===== src/rtl/aes_host_ctrl.sv =====
// aes_host_ctrl: host-side sequencer for an AES core with an init/next command interface.
//
// A key-load request (cfg_*) issues core_init. A block accepted on the in_* valid/ready
// handshake issues core_next. Operands are latched on the accepting edge and held stable
// until the next accepted command. Each core result is captured into a valid/ready output
// register (out_*).
//
// Ports
//   clk, rst                  clock, asynchronous active-high reset
//   cfg_load/cfg_ready        key-load request handshake (cfg_key, cfg_keylen)
//   key_valid                 an expanded key is present in the core
//   in_valid/in_ready         block input handshake (in_block, in_encdec)
//   out_valid/out_ready       result output handshake (out_block)
//   err_timeout               sticky watchdog flag
//   core_init/core_next       single-cycle command pulses to the core
//   core_key/keylen/block/encdec  latched operands
//   core_ready/core_result_valid/core_result  completion pulses and result from the core
//
// Build option: define AES_HOST_TIMEOUT_EN to build the response watchdog. Without it,
// err_timeout is tied low and the wait states wait indefinitely.
module aes_host_ctrl #(
    parameter int unsigned TIMEOUT_CYCLES = 255
) (
    input  logic         clk,
    input  logic         rst,
    input  logic         cfg_load,
    output logic         cfg_ready,
    input  logic [255:0] cfg_key,
    input  logic         cfg_keylen,
    output logic         key_valid,
    input  logic         in_valid,
    output logic         in_ready,
    input  logic [127:0] in_block,
    input  logic         in_encdec,
    output logic         out_valid,
    input  logic         out_ready,
    output logic [127:0] out_block,
    output logic         err_timeout,
    output logic         core_init,
    output logic         core_next,
    output logic [255:0] core_key,
    output logic         core_keylen,
    output logic [127:0] core_block,
    output logic         core_encdec,
    input  logic         core_ready,
    input  logic         core_result_valid,
    input  logic [127:0] core_result
);

    localparam logic [1:0] ST_IDLE     = 2'd0;
    localparam logic [1:0] ST_KEY_WAIT = 2'd1;
    localparam logic [1:0] ST_BLK_WAIT = 2'd2;

    logic [1:0]   state_q, state_d;
    logic         key_valid_q, key_valid_d;
    logic         out_valid_q, out_valid_d;
    logic [127:0] out_block_q, out_block_d;
    logic         core_init_q, core_init_d;
    logic         core_next_q, core_next_d;
    logic [255:0] core_key_q, core_key_d;
    logic         core_keylen_q, core_keylen_d;
    logic [127:0] core_block_q, core_block_d;
    logic         core_encdec_q, core_encdec_d;

    logic is_idle, start_key, start_blk, key_done, blk_done, timeout;

    assign is_idle   = (state_q == ST_IDLE);
    // cfg_load wins over a block in the same IDLE cycle, so it masks in_ready.
    assign in_ready  = is_idle & key_valid_q & ~cfg_load & (~out_valid_q | out_ready);
    assign start_key = is_idle & cfg_load;
    assign start_blk = in_valid & in_ready;
    // Core pulses only count in the state that expects them; late or stray pulses are dropped.
    assign key_done  = (state_q == ST_KEY_WAIT) & core_ready;
    assign blk_done  = (state_q == ST_BLK_WAIT) & core_result_valid;

`ifdef AES_HOST_TIMEOUT_EN
    localparam logic [7:0] WdLast = 8'(TIMEOUT_CYCLES - 1);

    logic [7:0] wd_cnt_q, wd_cnt_d;
    logic       err_timeout_q, err_timeout_d;

    // Firing on the last count gives exactly TIMEOUT_CYCLES cycles in the wait state.
    assign timeout = ~is_idle & ~key_done & ~blk_done & (wd_cnt_q == WdLast);

    always_comb begin
        wd_cnt_d      = wd_cnt_q;
        err_timeout_d = err_timeout_q;
        if (start_key || start_blk) begin
            wd_cnt_d = '0;
        end else if (!is_idle) begin
            wd_cnt_d = wd_cnt_q + 8'd1;
        end
        if (start_key) begin
            err_timeout_d = 1'b0;
        end else if (timeout) begin
            err_timeout_d = 1'b1;
        end
    end

    always_ff @(posedge clk or posedge rst) begin
        if (rst) begin
            wd_cnt_q      <= '0;
            err_timeout_q <= 1'b0;
        end else begin
            wd_cnt_q      <= wd_cnt_d;
            err_timeout_q <= err_timeout_d;
        end
    end

    assign err_timeout = err_timeout_q;
`else
    logic unused_timeout_cfg;
    assign unused_timeout_cfg = (TIMEOUT_CYCLES == 0);
    assign timeout            = 1'b0;
    assign err_timeout        = 1'b0;
`endif

    always_comb begin
        state_d       = state_q;
        key_valid_d   = key_valid_q;
        out_valid_d   = out_valid_q;
        out_block_d   = out_block_q;
        core_init_d   = 1'b0;
        core_next_d   = 1'b0;
        core_key_d    = core_key_q;
        core_keylen_d = core_keylen_q;
        core_block_d  = core_block_q;
        core_encdec_d = core_encdec_q;

        // A result landing on a drain cycle overrides the drain.
        if (out_valid_q && out_ready) begin
            out_valid_d = 1'b0;
        end
        if (blk_done) begin
            out_valid_d = 1'b1;
            out_block_d = core_result;
        end

        unique case (state_q)
            ST_IDLE: begin
                if (start_key) begin
                    core_key_d    = cfg_key;
                    core_keylen_d = cfg_keylen;
                    key_valid_d   = 1'b0;
                    core_init_d   = 1'b1;
                    state_d       = ST_KEY_WAIT;
                end else if (start_blk) begin
                    core_block_d  = in_block;
                    core_encdec_d = in_encdec;
                    core_next_d   = 1'b1;
                    state_d       = ST_BLK_WAIT;
                end
            end
            ST_KEY_WAIT: begin
                if (key_done) begin
                    key_valid_d = 1'b1;
                    state_d     = ST_IDLE;
                end else if (timeout) begin
                    key_valid_d = 1'b0;
                    state_d     = ST_IDLE;
                end
            end
            ST_BLK_WAIT: begin
                if (blk_done || timeout) begin
                    state_d = ST_IDLE;
                end
                if (timeout) begin
                    key_valid_d = 1'b0;
                end
            end
            default: state_d = ST_IDLE;
        endcase
    end

    always_ff @(posedge clk or posedge rst) begin
        if (rst) begin
            state_q       <= ST_IDLE;
            key_valid_q   <= 1'b0;
            out_valid_q   <= 1'b0;
            out_block_q   <= '0;
            core_init_q   <= 1'b0;
            core_next_q   <= 1'b0;
            core_key_q    <= '0;
            core_keylen_q <= 1'b0;
            core_block_q  <= '0;
            core_encdec_q <= 1'b0;
        end else begin
            state_q       <= state_d;
            key_valid_q   <= key_valid_d;
            out_valid_q   <= out_valid_d;
            out_block_q   <= out_block_d;
            core_init_q   <= core_init_d;
            core_next_q   <= core_next_d;
            core_key_q    <= core_key_d;
            core_keylen_q <= core_keylen_d;
            core_block_q  <= core_block_d;
            core_encdec_q <= core_encdec_d;
        end
    end

    assign cfg_ready   = is_idle;
    assign key_valid   = key_valid_q;
    assign out_valid   = out_valid_q;
    assign out_block   = out_block_q;
    assign core_init   = core_init_q;
    assign core_next   = core_next_q;
    assign core_key    = core_key_q;
    assign core_keylen = core_keylen_q;
    assign core_block  = core_block_q;
    assign core_encdec = core_encdec_q;

endmodule


===== config.mk =====
export PLATFORM = sky130hd
export DESIGN_NAME = aes_host_ctrl
export DESIGN_NICKNAME = d
export VERILOG_FILES = /design/src/rtl/aes_host_ctrl.sv
export SDC_FILE = /design/constraint.sdc
export NUM_CORES = 1
export LEC_CHECK = 0
export CAP_MARGIN = 5
export CORE_AREA = 8 8 398 400
export CTS_BUF_LIST = sky130_fd_sc_hd__clkbuf_2
export DETAILED_ROUTE_END_ITERATION = 6
export DIE_AREA = 0 0 406 408
export GPL_ROUTABILITY_DRIVEN = 1
export HOLD_SLACK_MARGIN = 0.02
export PLACE_DENSITY = 0.37
export SYNTH_ARGS = -nofsm -noshare
export SYNTH_HDL_FRONTEND = slang
export SYNTH_SLANG_ARGS = --single-unit

===== constraint.sdc =====
create_clock -name clk -period 21 [get_ports clk]
set_input_delay 4.2 -clock clk [delete_from_list [all_inputs] [get_ports clk]]
set_output_delay 4.2 -clock clk [all_outputs]
set_load 0.05 [all_outputs]

==> results of run 1 <==
## worst max path at each step
stage,end,slack [ps]
2_1_floorplan,core_block[0],2270
3_3_place_gp,in_ready,10490
3_5_place_dp,in_ready,10560
4_1_cts,in_ready,10530
5_1_grt,in_ready,10480
6_report,in_ready,10590
## flip-flops by register name, summed over array words and instances, names as in the netlist
signal and count:
core_key 256, core_block 128, out_block 128, state_q 2, core_encdec 1, core_init 1, core_keylen 1, core_next 1
key_valid 1, out_valid 1
## layout make-up
class	count	area (µm²)	area share
Clock inverter	47	278	0.00823
Tap cell	2044	2560	0.0758
Antenna cell	15	37.5	0.00111
Sequential cell	520	13000	0.386
Inverter	3	18.8	0.000556
Multi-Input combinational cell	533	6220	0.184
Timing Repair Buffer	1053	10500	0.312
Clock buffer	220	1100	0.0326
## power groups by stage
| stage | logic (mW) | clock network [mW] | registers [mW] |
|---|---|---|---|
| floorplan | 0.393 | 0 | 2.86 |
| finish | 2.76 | 0.787 | 1.58 |
| detailed placement | 2.80 | 0 | 1.60 |
| global placement | 2.80 | 0 | 1.59 |
| CTS | 2.81 | 0.863 | 1.58 |
| global route | 2.85 | 0.909 | 1.63 |
## layer usage
metal / GRT usage / routed length (µm) / vias up
li1: - / - / 6350
met1: 0.101 / 30200 / 7202
met2: 0.202 / 49700 / 661
met3: 0.0504 / 9460 / 177
met4: 0.0305 / 2000 / 20
met5: 0 / 108 / -
## synthesized netlist by cell type, drive strengths merged
cell | instances | area (µm²)
a21oi | 2 | 10.0
and2 | 2 | 12.5
and3 | 2 | 12.5
and3b | 1 | 8.76
buf | 58 | 562
clkbuf | 1 | 3.75
conb | 1 | 3.75
dfrtp | 520 | 13000
inv | 3 | 11.3
mux2 | 514 | 6090
mux2i | 1 | 10.0
nand2 | 2 | 7.51
nand2b | 2 | 12.5
nor2 | 3 | 11.3
nor4b | 1 | 15.0
o22a | 1 | 8.76
or2 | 1 | 6.26
## kinds of logic (layout without fill, tap and decap cells)
family,after synthesis,in the layout,synth area share
other cells,1,16,0.000189
mux,515,515,0.308
compound gates,3,3,0.000948
simple gates,14,14,0.00436
buf+inv,62,1323,0.0291
flops,520,520,0.657
## metrics by stage
stage                     hold WS (ps)  utilization  setup WS [ps]
final                              487        0.221          10590
after global routing               509        0.221          10480
after CTS                          493        0.221          10530
after detailed placement           474        0.212          10560
after global placement             469        0.212          10490
after floorplan                    511            -           2270
## worst max-delay path, cell delays in order
cell	delay, ps
clkdlybuf4s50_1	500
nor4b_2	400
and2_1	240
clkdlybuf4s50_1	860
==> flow_metrics.env, run 1 <==
export IMPL_die_area_um2=166000
export IMPL_ant_nets=0
export IMPL_dp_hpwl_mm=72.5
export IMPL_cts_hold_buf=0
export IMPL_drt_wl_total_mm=91.5
export IMPL_cts_sinks=520
export IMPL_startpoint_type="primary input"
export IMPL_drtIter0Drc=307
export IMPL_grt_max_degree=126
export IMPL_finalHoldViolations=0
export IMPL_worstPathMaxFanout=4
export IMPL_power_mw=5.12
export IMPL_numPortBuffers=1040
export IMPL_core_um2=153000
export IMPL_drv_slew=0
export IMPL_clk_pin_slew_ps=70
export IMPL_clock_path_buffers=3
export IMPL_synth_seq_cells=520
export IMPL_p_int_mw=2.64
export IMPL_fin_crit_ps=10410
export IMPL_cts_root_buffer_cell="clkbuf_2"
export IMPL_setup_violations=0
export IMPL_die_y_um=408
export IMPL_via_count=14400
export IMPL_cts_buffers=162
export IMPL_setup_tns_ps=0
export IMPL_grt_pass1_vias=16500
export IMPL_die_x_um=406
export IMPL_rrSetupSlack_ps=17410
export IMPL_grt_pass1_wl_mm=127
export IMPL_stdcell_area_um2=33700
export IMPL_drcViolationCount=0
export IMPL_track_usage=0.107
export IMPL_startpoint="cfg_load"
export IMPL_num_nets_final=2794
export IMPL_synth_fp_nets=1636
export IMPL_final_cell_mix="clkdlybuf4s50_1 (1,040), dfrtp_1 (520), mux2_2 (254)"
export IMPL_timing_rr_end="core_block[31]"
export IMPL_status="finished, final reports clean"
export IMPL_row_count=144
export IMPL_seq_power_share=0.308
export IMPL_post_cts_buffers=0
export IMPL_clk_latency_ps=1360
export IMPL_avgSynthCellArea_um2=17.8
export IMPL_dpl_cell_area_um2=32300
export IMPL_switching_share=0.485
export IMPL_maxSlewHeadroom=0.294
export IMPL_syn_inst=1115
export IMPL_antenna_found_initial=27
export IMPL_hp_class="register to register"
export IMPL_clkPwrFrac=0.154
export IMPL_post_drt_wl_per_cell_um=20.6
export IMPL_viasPerCell=3.25
export IMPL_cp_end_kind="primary output"
export IMPL_maxCapViolCount=0
export IMPL_cts_tree="done"
export IMPL_post_cts_resized=0
export IMPL_grt_overflow=0
export IMPL_dp_cells=4153
export IMPL_worst_pin_slew_ps=1060
export IMPL_powerDensity_nw_per_um2=152
export IMPL_rsz0062_at_grt="no"
export IMPL_dr_pass1_iters=4
export IMPL_min_to="core_key[216]"
export IMPL_synth_warning_count=0
export IMPL_whs_path_depth=1
export IMPL_stdcell_count=4435
export IMPL_rr_worst_depth=5
export IMPL_clock_skew_ps=106
export IMPL_gp_congestion=0.792
export IMPL_final_common_cell="clkdlybuf4s50_1"
export IMPL_power_frac_comb=0.539
export IMPL_ir_drop_mv=0.0824
export IMPL_critPathKind="primary input to primary output"
export IMPL_p_sw_mw=2.48
export IMPL_fillCellCount=16300
export IMPL_start_util=0.130
export IMPL_ys_seq_area_frac=0.657
export IMPL_htreeDepth=4
export IMPL_area_growth_pct=70.4
export IMPL_cp_required_ps=16800
export IMPL_drive_above_1_share=0.248
export IMPL_r2r_start="state_q[0]"
export IMPL_syn_cell_area_um2=19800
export IMPL_netlist_cell_type_count=22
export IMPL_cp_arrival_ps=6210
export IMPL_fmax_mhz=96.1
export IMPL_leakagePower_nw=14.1
export IMPL_ioPinCount=1042
export IMPL_hold_start="core_key[216]"
export IMPL_finalCritPeriodShare=0.496
Power figures use the tool's default switching activity.
==> run 2: changes to the inputs <==
Settings changed: PLACE_DENSITY 0.37 to 0.38.
Clock period 21 ns to 8.7 ns, I/O delays scaled along.
==> run 2 against run 1 <==
Cell count grew 0.56%. Register-to-register slack lost 12000 ps. Highest routed layer unchanged. Wire length grew 3.4%. Critical path type unchanged.
==> flow_metrics.env, run 2 (synthesized netlist as in run 1, its figures left out) <==
export IMPL_maxCapViolCount=0
export IMPL_grt_overflow=0
export IMPL_ant_nets=0
export IMPL_setup_tns_ps=0
export IMPL_critPathKind="primary input to primary output"
export IMPL_drv_slew=0
export IMPL_stdcell_area_um2=33900
export IMPL_rr_worst_depth=4
export IMPL_fillCellCount=16300
export IMPL_cp_arrival_ps=3640
export IMPL_drive_above_1_share=0.254
export IMPL_drtIter0Drc=392
export IMPL_setup_violations=0
export IMPL_rrSetupSlack_ps=5660
export IMPL_dp_hpwl_mm=74.7
export IMPL_worst_pin_slew_ps=1160
export IMPL_gp_congestion=0.810
export IMPL_post_drt_wl_per_cell_um=21.2
export IMPL_dpl_cell_area_um2=32400
export IMPL_crit_buf_inv=2
export IMPL_r2r_start="state_q[0]"
export IMPL_whs_path_depth=1
export IMPL_ioPinCount=1042
export IMPL_final_common_cell="clkdlybuf4s50_1"
export IMPL_post_cts_buffers=0
export IMPL_clock_path_buffers=3
export IMPL_hp_class="register to register"
export IMPL_viasPerCell=3.24
export IMPL_clock_skew_ps=140
export IMPL_maxSlewHeadroom=0.229
export IMPL_hold_start="core_key[224]"
export IMPL_via_count=14500
export IMPL_path_cells="clkdlybuf4s50_1, nor4b_2, and2_1, clkdlybuf4s50_1"
export IMPL_drcViolationCount=0
export IMPL_cts_root_buffer_cell="clkbuf_2"
export IMPL_slowest_stage="clkdlybuf4s50_1"
export IMPL_grt_pass1_wl_mm=131
export IMPL_rsz0062_at_grt="no"
export IMPL_drt_wl_total_mm=94.6
export IMPL_worstPathMaxFanout=4
export IMPL_cts_hold_buf=0
export IMPL_register_area_um2=13000
export IMPL_cp_end_kind="primary output"
export IMPL_htreeDepth=4
export IMPL_largest_reg_flops=256
export IMPL_dr_pass1_iters=4
export IMPL_ir_drop_mv=0.186
export IMPL_die_x_um=406
export IMPL_multi_input_area_um2=6220
export IMPL_core_um2=153000
export IMPL_timing_rr_end="core_block[30]"
export IMPL_grt_max_degree=138
export IMPL_grt_pass1_vias=16600
export IMPL_cts_tree="done"
export IMPL_cts_buffers=163
export IMPL_max_stage_delay_ps=830
export IMPL_row_count=144
export IMPL_leakagePower_nw=14.1
export IMPL_clk_pin_slew_ps=70
export IMPL_post_cts_resized=0
export IMPL_startpoint_type="primary input"
export IMPL_start_util=0.130
export IMPL_numPortBuffers=1040
export IMPL_clk_latency_ps=1380
export IMPL_fin_crit_ps=5380
export IMPL_cp_num_cells=4
export IMPL_cp_required_ps=6960
export IMPL_antenna_found_initial=31
export IMPL_critPathTopFamily="buffers and inverters"
export IMPL_power_mw=12.5
export IMPL_cts_sinks=520
export IMPL_status="finished, final reports clean"
export IMPL_crit_top_cell="clkdlybuf4s50_1"
export IMPL_fmax_mhz=186
export IMPL_finalCritPeriodShare=0.618
export IMPL_num_nets_final=2798
export IMPL_final_cell_mix="clkdlybuf4s50_1 (1,040), dfrtp_1 (520), mux2_2 (254)"
export IMPL_die_area_um2=166000
export IMPL_min_to="core_key[224]"
export IMPL_track_usage=0.111
export IMPL_die_y_um=408
export IMPL_area_growth_pct=71.2
export IMPL_powerDensity_nw_per_um2=368
export IMPL_finalHoldViolations=0
-- run 2: cell types whose count changed in the layout (fill, tap and decap cells not counted) --
cell	delta
inv_2	-1
bufinv_16	+1
clkinvlp_4	+1
clkinv_2	+1
buf_12	+3
inv_6	-3
clkbuf_2	+16
inv_8	-1
diode_2	+12
clkinv_1	-4
-- run 2: routing by layer --
| metal | track usage | vias to the layer above | part of all wire |
|---|---|---|---|
| met5 | 0 | - | 0.0016 |
| met4 | 0.0374 | 22 | 0.024 |
| met3 | 0.0534 | 164 | 0.11 |
| met2 | 0.204 | 663 | 0.53 |
| met1 | 0.107 | 7239 | 0.33 |
| li1 | - | 6376 | - |
-- run 2: metrics by stage --
stage	std cells	hold slack [ps]	utilization	worst slack (ps)
final	4460	486	0.222	3320
after global routing	4444	506	0.222	3210
after CTS	4433	491	0.222	3200
after detailed placement	4156	474	0.212	3250
after global placement	4156	468	0.212	3210
after floorplan	1115	511	-	-104
-- run 2: power by group --
part	internal [mW]	leakage, nW	total [mW]	switching (mW)
Combinational	2.33	6.70	6.66	4.33
Sequential	3.30	6.32	3.84	0.548
Clock	0.817	1.11	1.99	1.17
Total	6.44	14.1	12.5	6.05
-- run 2: area by class of cell --
class,instances,share of cell area
Timing Repair Buffer,1056,0.312
Multi-Input combinational cell,533,0.183
Sequential cell,520,0.384
Antenna cell,27,0.00199
Clock inverter,41,0.00790
Inverter,3,0.000443
Tap cell,2044,0.0754
Clock buffer,236,0.0348
-- run 2: how the worst max path moves through the flow --
stage	from	end	slack [ps]
detailed placement	out_ready	in_ready	3250
global route	cfg_load	in_ready	3210
floorplan	rst	core_block[0]	-100
finish	cfg_load	in_ready	3320
CTS	state_q[0]	in_ready	3200
global placement	out_ready	in_ready	3210
